**config.mk**
```make
export PLATFORM = sky130hd
export DESIGN_NAME = regfile_write_arbiter_flat
export DESIGN_NICKNAME = d
export VERILOG_FILES = /design/src/rtl/regfile_write_arbiter_if.sv /design/src/rtl/regfile_write_arbiter.sv /design/src/flat_wrapper.sv
export SDC_FILE = /design/constraint.sdc
export NUM_CORES = 1
export LEC_CHECK = 0
export CELL_PAD_IN_SITES_DETAIL_PLACEMENT = 0
export CELL_PAD_IN_SITES_GLOBAL_PLACEMENT = 2
export CORE_UTILIZATION = 25
export CTS_BUF_LIST = sky130_fd_sc_hd__clkbuf_16
export CTS_CLUSTER_DIAMETER = 60
export DETAILED_ROUTE_END_ITERATION = 7
export DONT_BUFFER_PORTS = 1
export PLACE_DENSITY_LB_ADDON = 0.1
export SYNTH_ARGS = -nofsm -noshare
export SYNTH_HDL_FRONTEND = slang
export SYNTH_SLANG_ARGS = --single-unit
```
**constraint.sdc**
```tcl
create_clock -name clock -period 2.4 [get_ports clock]
set_input_delay 0.36 -clock clock [delete_from_list [all_inputs] [get_ports clock]]
set_output_delay 0.36 -clock clock [all_outputs]
set_load 0.01 [all_outputs]
```
**src/rtl/regfile_write_arbiter_if.sv**
```systemverilog
// Register-file write-port bundle: pipeline writeback, multi-cycle handshake,
// hazard-unit pending bitmap and the shared WE/WR/WD port.
interface regfile_write_arbiter_if;
    logic        p_we;
    logic [2:0]  p_wr;
    logic [15:0] p_wd;
    logic        m_valid;
    logic [2:0]  m_wr;
    logic [15:0] m_wd;
    logic        m_ready;
    logic        p_stall;
    logic [7:0]  pending;
    logic        WE;
    logic [2:0]  WR;
    logic [15:0] WD;

    modport slave (
        input  p_we, p_wr, p_wd, m_valid, m_wr, m_wd,
        output m_ready, p_stall, pending, WE, WR, WD
    );

    modport master (
        output p_we, p_wr, p_wd, m_valid, m_wr, m_wd,
        input  m_ready, p_stall, pending, WE, WR, WD
    );
endinterface

```
**src/rtl/regfile_write_arbiter.sv**
```systemverilog
// Shares the register-file write port between writeback (priority) and a
// 2-entry queue fed by the multi-cycle unit, with a starvation-breaking stall.
module regfile_write_arbiter #(
    parameter int unsigned STARVE_LIMIT = 4
) (
    input  logic                          clock,
    input  logic                          reset_n,
    regfile_write_arbiter_if.slave        bus
);

    logic [2:0]  wr_q [2];
    logic [15:0] wd_q [2];
    logic [1:0]  count_q, count_d;
    logic        head_q, head_d;
    logic [3:0]  cnt_q, cnt_d;
    logic        p_stall_q, p_stall_d;

    logic        pw, ready, push, pop, blocked, tail;
    logic [7:0]  pend;

    always_comb begin
        pw      = bus.p_we && !p_stall_q;
        ready   = (count_q != 2'd2);
        push    = bus.m_valid && ready;
        pop     = !pw && (count_q != 2'd0);
        blocked = pw && (count_q != 2'd0);
        tail    = head_q ^ count_q[0];

        count_d = count_q;
        case ({push, pop})
            2'b10:   count_d = count_q + 2'd1;
            2'b01:   count_d = count_q - 2'd1;
            default: count_d = count_q;
        endcase
        head_d = pop ? ~head_q : head_q;

        // The stall pulse frees the port for exactly one cycle so the head drains.
        if (blocked && (cnt_q == 4'(STARVE_LIMIT - 1))) begin
            cnt_d     = '0;
            p_stall_d = 1'b1;
        end else if (blocked) begin
            cnt_d     = cnt_q + 4'd1;
            p_stall_d = 1'b0;
        end else begin
            cnt_d     = '0;
            p_stall_d = 1'b0;
        end

        pend = '0;
        if (count_q != 2'd0) pend[wr_q[head_q]]  = 1'b1;
        if (count_q == 2'd2) pend[wr_q[~head_q]] = 1'b1;
    end

    always_ff @(posedge clock) begin
        if (!reset_n) begin
            count_q   <= '0;
            head_q    <= 1'b0;
            cnt_q     <= '0;
            p_stall_q <= 1'b0;
        end else begin
            count_q   <= count_d;
            head_q    <= head_d;
            cnt_q     <= cnt_d;
            p_stall_q <= p_stall_d;
        end
    end

    // Payload storage needs no reset; validity is carried by count_q alone.
    always_ff @(posedge clock) begin
        if (push) begin
            wr_q[tail] <= bus.m_wr;
            wd_q[tail] <= bus.m_wd;
        end
    end

    assign bus.m_ready = ready;
    assign bus.p_stall = p_stall_q;
    assign bus.pending = pend;
    assign bus.WE      = pw || (count_q != 2'd0);
    assign bus.WR      = pw ? bus.p_wr : ((count_q != 2'd0) ? wr_q[head_q] : '0);
    assign bus.WD      = pw ? bus.p_wd : ((count_q != 2'd0) ? wd_q[head_q] : '0);

endmodule

```
**src/flat_wrapper.sv**
```systemverilog
// flat-port wrapper written by rule: the top's interface ports become plain ports
module regfile_write_arbiter_flat 
#(
    parameter int unsigned STARVE_LIMIT = 4
)
  (clock, reset_n, bus_p_we, bus_p_wr, bus_p_wd, bus_m_valid, bus_m_wr, bus_m_wd, bus_m_ready, bus_p_stall, bus_pending, bus_WE, bus_WR, bus_WD);
  regfile_write_arbiter_if bus_i ();
  input  logic clock;
  input  logic reset_n;
  input wire logic [$bits(bus_i.p_we)-1:0] bus_p_we;
  input wire logic [$bits(bus_i.p_wr)-1:0] bus_p_wr;
  input wire logic [$bits(bus_i.p_wd)-1:0] bus_p_wd;
  input wire logic [$bits(bus_i.m_valid)-1:0] bus_m_valid;
  input wire logic [$bits(bus_i.m_wr)-1:0] bus_m_wr;
  input wire logic [$bits(bus_i.m_wd)-1:0] bus_m_wd;
  output wire logic [$bits(bus_i.m_ready)-1:0] bus_m_ready;
  output wire logic [$bits(bus_i.p_stall)-1:0] bus_p_stall;
  output wire logic [$bits(bus_i.pending)-1:0] bus_pending;
  output wire logic [$bits(bus_i.WE)-1:0] bus_WE;
  output wire logic [$bits(bus_i.WR)-1:0] bus_WR;
  output wire logic [$bits(bus_i.WD)-1:0] bus_WD;
  assign bus_i.p_we = bus_p_we;
  assign bus_i.p_wr = bus_p_wr;
  assign bus_i.p_wd = bus_p_wd;
  assign bus_i.m_valid = bus_m_valid;
  assign bus_i.m_wr = bus_m_wr;
  assign bus_i.m_wd = bus_m_wd;
  assign bus_m_ready = bus_i.m_ready;
  assign bus_p_stall = bus_i.p_stall;
  assign bus_pending = bus_i.pending;
  assign bus_WE = bus_i.WE;
  assign bus_WR = bus_i.WR;
  assign bus_WD = bus_i.WD;
  regfile_write_arbiter #(.STARVE_LIMIT(STARVE_LIMIT)) u_core (.clock(clock), .reset_n(reset_n), .bus(bus_i));
endmodule
```
After elaboration in Yosys (flattened, before gate mapping)
Memory sizes are Yosys's and may differ from the RTL's. A register that Yosys moved wholly into a read port is not among the register bits.
Index checks and enable logic that the tools add are counted.
{ "op_classes": {"addsub": 3, "magnitude_cmp": 4, "n_eq_ne": 5, "muxes": 18, "bitwise_logic": 5, "n_reduce_logical": 13} }
{ "ops": {"columns": ["operator", "n"], "rows": [
  ["$mux 16", 2],
  ["$mux 8", 2],
  ["$mux 1", 9],
  ["$lt 3x4->1 const B", 2],
  ["$or 8x8->8", 1],
  ["$logic_and 1x1->1", 7],
  ["$demux 1 s3", 2],
  ["$ge 3x1->1 const B", 2],
  ["$mux 3", 2],
  ["$add 4x1->4 const B", 1],
  ["$eq 2x2->1 const B", 2],
  ["$eq 4x2->1 const B", 1],
  ["$pmux 2 s2", 1],
  ["$reduce_bool 2->1", 2],
  ["$not 1->1", 3],
  ["$reduce_or 3->1", 1],
  ["$add 2x1->2 const B", 1],
  ["$eq 2x1->1 const B", 1],
  ["$logic_not 1->1", 2],
  ["$ne 2x2->1 const B", 1],
  ["$sub 2x1->2 const B", 1],
  ["$logic_or 1x1->1", 1],
  ["$xor 1x1->1", 1]
]} }
{ "totals": {"ff_bits": 8, "mem_bits_rw": 38, "inputBits": 42, "output_inout_bits": 30, "word_cells": 54, "n_memories": 2} }
{ "memory_table": {"columns": ["memory", "depth", "word_bits", "read_ports", "rd_clocked_by_memory_dff", "wr", "line", "source"], "rows": [
  ["u_core.wd_q", 2, 16, 1, 1, 1, "regfile_write_arbiter.sv:12", "logic [15:0] wd_q [2];"],
  ["u_core.wr_q", 2, 3, 2, 1, 1, "regfile_write_arbiter.sv:11", "logic [2:0] wr_q [2];"]
]} }

Logic depth before layout (Yosys ltp)
Gate-level depths: netlist of the first run.
An unclocked memory read counts as a cell.
{ "logic_depth": {"depth_word": 8, "ltp_mapped": 9, "mapped_depth_nobuf": 7} }

Least setup slack after synthesis of the first run
OpenSTA, ideal clock, no wires.
{ "synth_path": {"kind": "flip-flop to flip-flop", "start": "register u_core.count_q[0]", "end": "memory u_core.wd_q[1][0] (enable)", "setup_ps": 397, "t_arrival_ps": 1600, "t_required_ps": 2003, "path_slack_ps": 403, "stages_incl_launch_ff": 5, "n_path_buf": 1, "period_less_slack_ps": 1997, "path_cell_list": "dfxtp_1 buf_4 nor2_1 mux2i_1 nor2b_1"} }
{ "synth_via": {"elab_chain_cells": 4, "elab_cells_between_ends": 5, "classes_between": "1 x eq/ne; 2 x mux; 1 x bitwise; 1 x reduce/logical"} }
{ "synth_lines": {"columns": ["element", "line", "source"], "rows": [
  ["from (decl)", "regfile_write_arbiter.sv:13", "logic [1:0] count_q, count_d;"],
  ["from (signal assigned)", "regfile_write_arbiter.sv:61", "count_q <= count_d;"],
  ["$ne 2x2->1", "regfile_write_arbiter.sv:23", "ready = (count_q != 2'd2);"],
  ["$logic_and 1x1->1", "regfile_write_arbiter.sv:24", "push = bus.m_valid && ready;"],
  ["$mux 1", "regfile_write_arbiter.sv:70", "if (push) begin"],
  ["$mux 1 (not written as such)", "regfile_write_arbiter.sv:72", "wd_q[tail] <= bus.m_wd;"],
  ["to (decl)", "regfile_write_arbiter.sv:12", null]
]} }
Several ways; a longest one is shown, not always the timed one.

==> results of run 1 <==
-- logic make-up (layout without fill, tap and decap cells) --
kind of cell	after synthesis	count (layout)	synth area share
compound gates	37	37	0.09836
buf+inv	14	25	0.03356
xor+xnor	3	3	0.01237
fa+ha+maj	2	2	0.01178
mux	22	22	0.1042
simple gates	54	54	0.1178
flops	47	47	0.6219
-- state kept, by name, indices dropped and copies added, names as in the netlist, named ones only --
signal / cells
u_core.count_q: 2
u_core.wd_q: 32
u_core.cnt_q: 4
u_core.wr_q: 6
u_core.head_q: 1
u_core.bus.p_stall: 1
-- critical path: cells and delay by family, from the launching register on --
family	cells	cell delay (ps)
AND/OR/NAND/NOR	1	130
buffers and inverters	1	220
AO/OA/AOI/OAI	1	290
flip-flops	1	380
multiplexers	1	410
-- per-layer routing --
layer  up-vias  GRT usage  share of wire
met5         -          0              0
met4         0    0.03846          0.013
met3         6    0.04450          0.092
met2        51     0.1987           0.50
met1       636     0.1179           0.39
li1        670          -              -
-- layout make-up --
| cell class | instances | area [sq um] | share of cell area |
|---|---|---|---|
| flip-flops and latches | 47 | 1321 | 0.5358 |
| inverters | 6 | 22.52 | 0.009132 |
| multi-input cells | 118 | 737.0 | 0.2988 |
| repair buffers | 11 | 82.58 | 0.03349 |
| well taps | 105 | 131.4 | 0.05327 |
| clock inverters | 3 | 46.29 | 0.01877 |
| clock buffers | 5 | 125.1 | 0.05074 |
-- through the flow --
step,std cells,total power (W)
2_1_floorplan,179,0.001856
3_3_place_gp,287,0.002095
3_5_place_dp,287,0.002127
4_1_cts,295,0.002934
5_1_grt,295,0.003051
6_report,295,0.002873
-- layout by cell type, fill, tap and decap left out --
cell type and count:
or2_1 3, bufinv_16 1, o22ai_1 8, nor2b_1 2, nand2b_1 5, buf_4 11
nand2_1 27, a32oi_1 2, nor2_1 8, inv_1 6, nor2b_2 2, mux2i_1 21
a22oi_1 1, edfxtp_1 38, xnor2_1 1, nand3_1 2, nor3b_1 2, a21oi_1 3
and2_1 1, dfxtp_1 9, or3_1 2, ha_1 2, a2bb2oi_1 1, clkinvlp_4 1
inv_6 1, mux2_2 1, xor2_1 2, o21ai_0 22, clkbuf_16 5
-- worst paths after layout --
path,from,end
hold / removal,bus_m_wd[4],u_core.wd_q[1][4]
setup reg to reg,u_core.count_q[0],u_core.count_q[1]
setup / recovery,flop,bus_pending[5]
hold reg to reg,u_core.cnt_q[0],u_core.cnt_q[0]
-- power groups by stage --
| stage | sequential [W] | clock, W | combinational [W] |
|---|---|---|---|
| 6_report | 0.00121 | 0.000800 | 0.000860 |
| 5_1_grt | 0.00124 | 0.000852 | 0.000963 |
| 4_1_cts | 0.00122 | 0.000820 | 0.000899 |
| 3_5_place_dp | 0.00123 | 0 | 0.000894 |
| 3_3_place_gp | 0.00122 | 0 | 0.000872 |
| 2_1_floorplan | 0.00119 | 0 | 0.000670 |
==> flow_summary.yaml, run 1 <==
run_status:
  status: "finished clean"
critical_path:
  crit_required_ps: 2040
  cp-end-kind: "output port"
  cp_slowest_cell: "mux2i_1"
  startpoint_type: "flop"
  slowest_delay_ps: 410
  reg2regPathDepth: 7
  critPathKind: "reg2out"
  r2r_slack_ps: 470
  arrival_ps: 1710
  path_cells: "buf_4 -> mux2i_1 -> nand2b_1 -> o22ai_1"
  critPathMaxFanout: 8
clock_tree:
  clk_latency_ps: 290
  cts_made_buffers: 5
  clock_path_buffers: 2
  cts_resized: 0
  clock_sinks: 47
  cts-root-buf: "clkbuf_16"
  cts_hold_buf: 0
  clkTransAtPathRegs_ps: 70
  h-tree-depth: 2
  cts_setup_buffers: 0
  cts_tree: "yes"
power:
  power_frac_clock: 0.278
  p_switching_w: 0.0009558
  leakage_nw: 0.8246
  switching_share: 0.3327
  p_seq_frac: 0.422
  irDropWorstVdd_mv: 0.3446
  p_int_w: 0.001917
  pwr_density_cell_mw_per_mm2: 1165
  p_comb_frac: 0.299
logic_synthesis:
  yosys-top-cells-area: "edfxtp_1, mux2i_1, dfxtp_1"
  synth.most_common_cell: "edfxtp_1"
  async_flop_share: 0
  synth_cell_type_count: 28
  synth_area_per_cell_sq_um: 11.87
  synth_common_cells: "edfxtp_1, nand2_1, o21ai_0"
  synth.yosys.seq_area_share: 0.6219
  mappedNetlistArea_sq_mm: 0.002125
  yosysTopAreaCell: "edfxtp_1"
  ys.flop_type: "edfxtp_1"
  yosys_warnings: 0
  synthCells: 179
  synth_edf_count: 38
  synth-seq-cells: 47
  syn_nets: 223
  synth_top_area_frac: 0.5371
global_routing:
  grt-ovfl-total: 0
  first_global_vias: 1379
  grt_max_degree: 24
  grtUsageTotal: 0.1115
  grt_first_pass_wirelength_microns: 7210
  antenna_found_initial: 0
cells_and_area:
  drive_above_1_share: 0.1158
  nets: 233
  area_growth_pct: 16.08
  antenna_cells: 0
  fillers: 823
  fin_area_sq_mm: 0.002466
  utilization: 0.3001
routing:
  antenna_left: 0
  initialDrtViolationCount: 68
  drc_errors: 0
  routedWlPerCell_microns: 16.40
  num_vias: 1363
  via_per_inst: 4.620
  routed_wl_microns: 4837
  drt_pass1_iterations: 4
sta:
  setup_viol: 0
  hold_violations: 0
  slew_headroom: 0.7274
  hold_ws_ps: 164.1
  max_freq_mhz: 482.2
  rsz0062_at_grt: "false"
  tightest_slew_ps: 397.5
  finalCritPeriodShare: 0.8641
  fin_ws_ps: 326.1
  post-route-min-period_ps: 2074
  fin_setup_tns_ps: 0
  slew_violations: 0
  skew_ps: 5.992
hold_path:
  hold_class: "in2reg"
  holdPathStages: 0
placed_design:
  dp_hpwl_microns: 3508
  port_buffers: 0
  placed_cell_area_sq_mm: 0.002295
  gp_congestion: 0.7070
  pre_cts_slack_ps: 471.9
die:
  die_x_microns: 94.19
  dieArea_sq_mm: 0.008871
  io_pins: 72
  die_y_microns: 94.19
  start_util: 0.2586
  row_count: 33
  fp.coreArea_sq_mm: 0.008217
job:
  max_cap_violations: 0
(Power assumes the default switching activity.)
==> inputs of run 2 (changes only) <==
--- a/config.mk
+++ b/config.mk
@@ -5,6 +5,7 @@
 export SDC_FILE = /design/constraint.sdc
 export NUM_CORES = 1
 export LEC_CHECK = 0
+export CAP_MARGIN = 20
 export CELL_PAD_IN_SITES_DETAIL_PLACEMENT = 0
 export CELL_PAD_IN_SITES_GLOBAL_PLACEMENT = 2
 export CORE_UTILIZATION = 25
==> constraint.sdc (replaced) <==
create_clock -name clock -period 2.4 [get_ports clock]
set_input_delay 0.6 -clock clock [delete_from_list [all_inputs] [get_ports clock]]
set_output_delay 0.6 -clock clock [all_outputs]
set_load 0.01 [all_outputs]
==> flow_summary.yaml, run 2 (synthesis results as in run 1) <==
routing:
  routedWlPerCell_microns: 16.32
  drt_pass1_iterations: 4
  antenna_left: 0
  initialDrtViolationCount: 61
  via_per_inst: 4.667
  drc_errors: 0
  num_vias: 1372
  routed_wl_microns: 4797
critical_path:
  cp-end-kind: "output port"
  reg2regPathDepth: 7
  slowest_delay_ps: 490
  arrival_ps: 1640
  critPathMaxFanout: 5
  path_cells: "mux2i_1 -> nand2_1 -> o22ai_1"
  startpoint_type: "flop"
  r2r_start: "u_core.count_q[0]"
  critPathKind: "reg2out"
  r2r_slack_ps: 460
  rr_endpoint: "u_core.count_q[1]"
  cp_slowest_cell: "dfxtp_1"
  cp-endpoint: "bus_pending[6]"
  crit_required_ps: 1800
sta:
  rsz0062_at_grt: "false"
  fin_ws_ps: 158.7
  skew_ps: 7.284
  post-route-min-period_ps: 2241
  slew_headroom: 0.7514
  max_freq_mhz: 446.2
  setup_viol: 0
  hold_ws_ps: 408.0
  finalCritPeriodShare: 0.9339
  tightest_slew_ps: 362.5
  hold_violations: 0
  slew_violations: 0
  fin_setup_tns_ps: 0
die:
  start_util: 0.2586
  die_y_microns: 94.19
  row_count: 33
  io_pins: 72
  die_x_microns: 94.19
  dieArea_sq_mm: 0.008871
  fp.coreArea_sq_mm: 0.008217
cells_and_area:
  final_common_cell: "edfxtp_1"
  top_register: "u_core.wd_q"
  area_growth_pct: 16.31
  final_cells: 294
  fin_area_sq_mm: 0.002471
  layout_common_cells: "edfxtp_1, nand2_1, o21ai_0, mux2i_1"
  largest_reg_flops: 32
  drive_above_1_share: 0.1111
  reg.largest.list: "u_core.wd_q x32, u_core.wr_q x6, u_core.cnt_q x4"
  nets: 232
  antenna_cells: 0
placed_design:
  gp_congestion: 0.6657
  numPlacedInstances: 286
  dp_hpwl_microns: 3506
  pre_cts_slack_ps: 342.2
  placed_cell_area_sq_mm: 0.002300
  port_buffers: 0
clock_tree:
  cts_hold_buf: 0
  clkTransAtPathRegs_ps: 70
  cts_tree: "yes"
  clock_path_buffers: 2
  cts_setup_buffers: 0
  cts_made_buffers: 5
  cts-root-buf: "clkbuf_16"
  cts_resized: 0
  clk_latency_ps: 280
  h-tree-depth: 2
  clock_sinks: 47
hold_path:
  hold_class: "in2reg"
global_routing:
  grt_first_pass_wirelength_microns: 7279
  grtUsageTotal: 0.1110
  first_global_vias: 1435
  grt_max_degree: 24
  antenna_found_initial: 0
  grt-ovfl-total: 0
job:
  max_cap_violations: 0
power:
  irDropWorstVdd_mv: 0.3412
  pwr_density_cell_mw_per_mm2: 1160
  leakage_nw: 0.8290
run_status:
  status: "finished clean"
[run 2: cell count changes in the layout (fill, tap and decap cells not counted), sizes merged]
cell      delta
buf          -1
clkinvlp     -1
clkinv       +1
[run 2: worst min-delay path by stage]
| stage | start | endpoint | slack (ps) | cells past startpoint |
|---|---|---|---|---|
| floorplan | u_core.cnt_q[0] | u_core.cnt_q[0] | 430 | 1 |
| global placement | u_core.cnt_q[0] | u_core.cnt_q[0] | 450 | 1 |
| detailed placement | u_core.cnt_q[0] | u_core.cnt_q[0] | 470 | 1 |
| CTS | bus_m_wd[4] | u_core.wd_q[1][4] | 400 | 0 |
| global route | bus_m_wd[4] | u_core.wd_q[0][4] | 390 | 0 |
| finish | bus_m_wd[4] | u_core.wd_q[1][4] | 410 | 0 |
[run 2: metrics by stage]
stage | power [W] | utilization
2_1_floorplan | 0.001856 | -
3_3_place_gp | 0.002107 | 0.2799
3_5_place_dp | 0.002132 | 0.2799
4_1_cts | 0.002915 | 0.3003
5_1_grt | 0.003059 | 0.3007
6_report | 0.002866 | 0.3007
[run 2: final cells by class]
class | instances | area, sq um
Inverter | 6 | 22.52
Sequential cell | 47 | 1321
Multi-Input combinational cell | 118 | 740.7
Fill cell | 822 | 5746
Timing Repair Buffer | 10 | 87.58
Clock inverter | 3 | 42.54
Tap cell | 105 | 131.4
Clock buffer | 5 | 125.1
[run 2: layer usage]
metal | part of all wire | GRT usage | up-vias
met3 | 0.078 | 0.03560 | 2
met5 | 0 | 0 | -
met2 | 0.51 | 0.1926 | 51
met4 | 0.0038 | 0.02692 | 0
met1 | 0.41 | 0.1318 | 655
li1 | - | - | 664
[run 2: worst max-delay path, delay by kind of cell, from the launching register on]
kind / cells / cell delay, ps
compound gates: 1 / 320
mux: 1 / 360
simple gates: 1 / 190
flops: 1 / 490
[run 2: where the power goes]
| group | internal, W | switching (W) | total (W) |
|---|---|---|---|
| Sequential | 0.00112 | 0.000105 | 0.00122 |
| Combinational | 0.000317 | 0.000554 | 0.000871 |
| Clock | 0.000491 | 0.000281 | 0.000772 |
| Total | 0.00193 | 0.000940 | 0.00287 |
